### config.mk
export PLATFORM = sky130hd
export DESIGN_NAME = hilo_unit
export DESIGN_NICKNAME = d
export VERILOG_FILES = /design/src/rtl/hilo_unit.sv
export SDC_FILE = /design/constraint.sdc
export NUM_CORES = 1
export LEC_CHECK = 0
export CAP_MARGIN = 40
export CORE_ASPECT_RATIO = 1.1
export CORE_UTILIZATION = 35
export DETAILED_ROUTE_END_ITERATION = 12
export PLACE_DENSITY_LB_ADDON = 0.08
export SLEW_MARGIN = 10
export SYNTH_ARGS = -nofsm -noshare
export SYNTH_HDL_FRONTEND = slang
export SYNTH_SLANG_ARGS = --single-unit
### constraint.sdc
create_clock -name CLK -period 1.4 [get_ports CLK]
set_input_delay 0.42 -clock CLK [delete_from_list [all_inputs] [get_ports CLK]]
set_output_delay 0.42 -clock CLK [all_outputs]
set_load 0.02 [all_outputs]
### src/rtl/hilo_unit.sv
// rtl/hilo_unit.sv - HI/LO register stage with multicycle settle window for an external multiplier
// Registers multiplier operands, waits SETTLE_CYCLES, captures the product into HI/LO.
module hilo_unit #(
  parameter int DATA_WIDTH    = 32,
  parameter int SETTLE_CYCLES = 4
) (
  input  logic                  CLK,
  input  logic                  RST,
  input  logic                  START,
  input  logic [DATA_WIDTH-1:0] OP_A,
  input  logic [DATA_WIDTH-1:0] OP_B,
  input  logic                  FLUSH,
  input  logic                  MTHI,
  input  logic                  MTLO,
  input  logic [DATA_WIDTH-1:0] WDATA,
  output logic [DATA_WIDTH-1:0] MULT_A,
  output logic [DATA_WIDTH-1:0] MULT_B,
  input  logic [DATA_WIDTH-1:0] PROD_HI,
  input  logic [DATA_WIDTH-1:0] PROD_LO,
  output logic [DATA_WIDTH-1:0] HI,
  output logic [DATA_WIDTH-1:0] LO,
  output logic                  BUSY,
  output logic                  DONE
);

  localparam logic [0:0] S_IDLE   = 1'b0;
  localparam logic [0:0] S_SETTLE = 1'b1;
  localparam logic [3:0] CNT_LOAD = 4'(SETTLE_CYCLES - 1);

  logic [0:0] state;
  logic [3:0] cnt;

  // BUSY is the registered state bit itself, so it never glitches with inputs.
  assign BUSY = state[0];

  always_ff @(posedge CLK) begin
    if (!RST) begin
      state  <= S_IDLE;
      cnt    <= 4'd0;
      MULT_A <= '0;
      MULT_B <= '0;
      HI     <= '0;
      LO     <= '0;
      DONE   <= 1'b0;
    end else begin
      DONE <= 1'b0;
      case (state)
        S_IDLE: begin
          if (MTHI) HI <= WDATA;
          if (MTLO) LO <= WDATA;
          if (START && !FLUSH) begin
            MULT_A <= OP_A;
            MULT_B <= OP_B;
            cnt    <= CNT_LOAD;
            state  <= S_SETTLE;
          end
        end
        S_SETTLE: begin
          if (FLUSH) begin
            state <= S_IDLE;
          end else if (cnt != 4'd0) begin
            cnt <= cnt - 4'd1;
          end else begin
            // Operands have been stable for SETTLE_CYCLES edges; product is valid.
            HI    <= PROD_HI;
            LO    <= PROD_LO;
            DONE  <= 1'b1;
            state <= S_IDLE;
          end
        end
        default: state <= S_IDLE;
      endcase
    end
  end

endmodule

==> flow_summary_export.csv <==
group,metric,value,unit
clocking,clkTransAtPathRegs,0.06,ns
grt,antenna_found_initial,0,
critical_path,criticalPathCategory,"reg2reg",
clocking,cts_tree,"yes",
sta,final-max-slew-violation-count,0,
pwr,p_leak,0.00427,uW
critical_path,end_kind,"register",
cells_and_area,antenna_cells,0,
sta,tns,-4.53,ns
placed_design,dp_hpwl,12700,um
placed_design,post-place-ws,-0.602,ns
yosys,synth.avg_cell_area,8.88,sq um
sta,period_needed,1.58,ns
critical_path,arrival,1.91,ns
grt,use_met3,7.43,%
die,rows,49,
yosys,synthArstFlopShare,0,%
yosys,syn_inst,664,
drt,drt_iter0_markers,198,
yosys,synth-edff-count,0,
sta,post-route-period-util,113,%
yosys,seq_area_frac_synth,45.5,%
die,start_util,35.9,%
yosys,synth.distinct_cells,30,
outcome,status,"complete, but fails checks",
min_path,hold_path_depth,2,
yosys,synth_fp_nets,832,
clocking,root_buffer,"clkbuf_16",
drt,drc_errors,0,
drt,wl_per_cell,15.8,um
die,die_h,138,um
die,core-area,0.0164,sq mm
critical_path,critPathMaxStageDelay,0.33,ns
min_path,min_from,"RST",
yosys,yosys.area.top_type,"dfxtp_1",
sta,fmax,0.634,GHz
yosys,yosysTopAreaCellShare,45.5,%
clocking,clk_path_buf_depth,2,
cells_and_area,area_growth,63.3,%
die,die_x,126,um
critical_path,crit_path_start_kind,"register",
min_path,hold_path_class,"in2reg",
sta,rsz0062_at_grt,"true",
clocking,cts_sinks,134,
critical_path,worstPathRequired,1.73,ns
clocking,h-tree-depth,4,
grt,grt-busiest-layer,"met2",
outcome,violations,"negative setup slack",
yosys,synthFlopType,"dfxtp_1",
yosys,syn_area,0.00589,sq mm
critical_path,cp-startpoint,"cnt[1]",
sta,relSlewSlack,78.8,%
pwr,vdd_drop_max,853,uV
clocking,insertion_delay,0.41,ns
yosys,synthTopCellsByArea,"dfxtp_1, nand2_1, mux2_2, mux2i_1, a21oi_1",
drt,dr.pass1.iters,4,
drt,num_vias,5559,
yosys,ys_warn_count,0,
critical_path,r2r-start,"cnt[1]",
critical_path,crit_fanout,7,
sta,fin_hold_ws,0.318,ns
placed_design,place_congestion,0.768,
critical_path,crit_path_frequent_cell,"buf_6",
sta,hold_viol,0,
placed_design,placed_area,0.00915,sq mm
grt,grt_pass1_vias,5671,
clocking,cts_buffers,17,
cells_and_area,final_area,0.00963,sq mm
cells_and_area,layout-drive-gt1-share,29.9,%
yosys,ys_ff_latch,134,
grt,grt_start_max_net_pins,71,
cells_and_area,finish.net_count,1145,
run,maxCapViolCount,0,
yosys,yosysMostFrequentCell,"nand2_1",
drt,antenna_left,0,
cells_and_area,fin_util,58.6,%
critical_path,cp_cell_sequence,"inv_2 > ha_4 > nor3b_4 > buf_6 > a21oi_4 > buf_6 > buf_12 > mux2i_2",
grt,grt_first_pass_wirelength,29300,um
drt,totalWireLength,18800,um
drt,via_per_inst,4.66,
critical_path,critPathSlowestCell,"dfxtp_2",
sta,setup_slack,-0.178,ns
die,dieArea,0.0174,sq mm
critical_path,reg2reg_depth,8,
sta,skew,0.00565,ns
grt,track_usage,21.5,%
pwr,powerDensity,1130,mW/mm^2
yosys,synth_commonest_cells,"nand2_1, dfxtp_1, a21oi_1",
sta,max_slew.worst_pin.slew,0.318,ns
grt,grt_overflow,0,
sta,setup_violations,47,
grt,grtUsageMet2,39.7,%
placed_design,io_buffers,295,
grt,grt_use_met1,22.5,%
die,num_io_pins,296,
==> report_power, final <==
group          total [uW]  switching (uW)  internal [uW]
Sequential           4180             124           4060
Clock                4430            1660           2760
Combinational        2290            1060           1230
==> flip-flops by register name, indices dropped and copies added, names as in the netlist <==
register and count:
HI 32, LO 32, MULT_A 32, MULT_B 32, cnt 4, BUSY 1, DONE 1
==> layer usage <==
layer / vias up / share of wire (%)
met4: 0 / 1.8
met3: 23 / 7.4
met1: 2521 / 40
li1: 2814 / -
met2: 201 / 51
met5: - / 0
==> worst paths after layout <==
path	to	slack (ns)
hold / removal	cnt[0]	0.32
hold reg to reg	MULT_A[18]	0.45
setup / recovery	HI[16]	-0.18
setup reg to reg	HI[16]	-0.18
==> through the flow <==
step                total power, uW  cells
CTS                           11000   1192
detailed placement             6510   1141
floorplan                      5330    664
finish                        10900   1194
global placement               6470   1141
global route                  11400   1194
==> timing repair <==
action | 4_1_cts | 5_1_grt
hold buffers | 0 | 0
resized for setup | 544 | 21
cloned | 8 | 3
setup buffers | 12 | 2
endpoints found under the hold margin | 0 | 0
pin swaps | 5 | 5
endpoints found under the setup margin | 261 | 139
==> worst max-delay path, delay by kind of cell, from the launching register on <==
| kind | cells | cell delay (ns) |
|---|---|---|
| adder cells (fa/ha/maj) | 1 | 0.14 |
| AND/OR/NAND/NOR | 1 | 0.16 |
| buffers and inverters | 4 | 0.48 |
| flip-flops | 1 | 0.33 |
| AO/OA/AOI/OAI | 1 | 0.17 |
| multiplexers | 1 | 0.21 |
==> kinds of logic (layout without fill, tap and decap cells) <==
group,Yosys count,in the layout,share of synthesized area [%]
AOI/OAI and AO/OA,73,73,6.77
DFF,134,134,45.5
and+or+nand+nor,274,274,18.5
buffers and inverters,53,379,5.69
adders and majority gates,2,2,0.424
muxes,128,128,23.1
==> cells in the final DEF, fill, tap and decap left out, types with 2 or more instances in the layout <==
master	synthesis	routed
nand2_1	258	258
clkdlybuf4s50_1	0	162
dfxtp_1	134	130
buf_2	7	119
a21oi_1	66	64
mux2_2	64	64
mux2i_1	64	63
buf_4	8	25
clkbuf_16	0	20
buf_12	0	16
buf_6	13	8
buf_16	0	6
dfxtp_2	0	3
inv_2	0	3
clkbuf_8	0	3
clkinvlp_4	0	3
clkinv_2	0	3
nor3b_4	1	2
a21oi_4	2	2
a31oi_1	2	2
or3_4	0	2
a21oi_2	0	2
ha_4	0	2
bufinv_16	0	2
clkinv_4	0	2
==> cell type report <==
class                           count  area [sq um]
Fill cell                        1513          6800
Multi-Input combinational cell    477          2950
Clock buffer                       21           470
Clock inverter                     11           124
Timing Repair Buffer              344          3130
Tap cell                          204           255
Inverter                            3          11.3
Sequential cell                   134          2690
No activity file was read; power rests on OpenSTA's default activity.
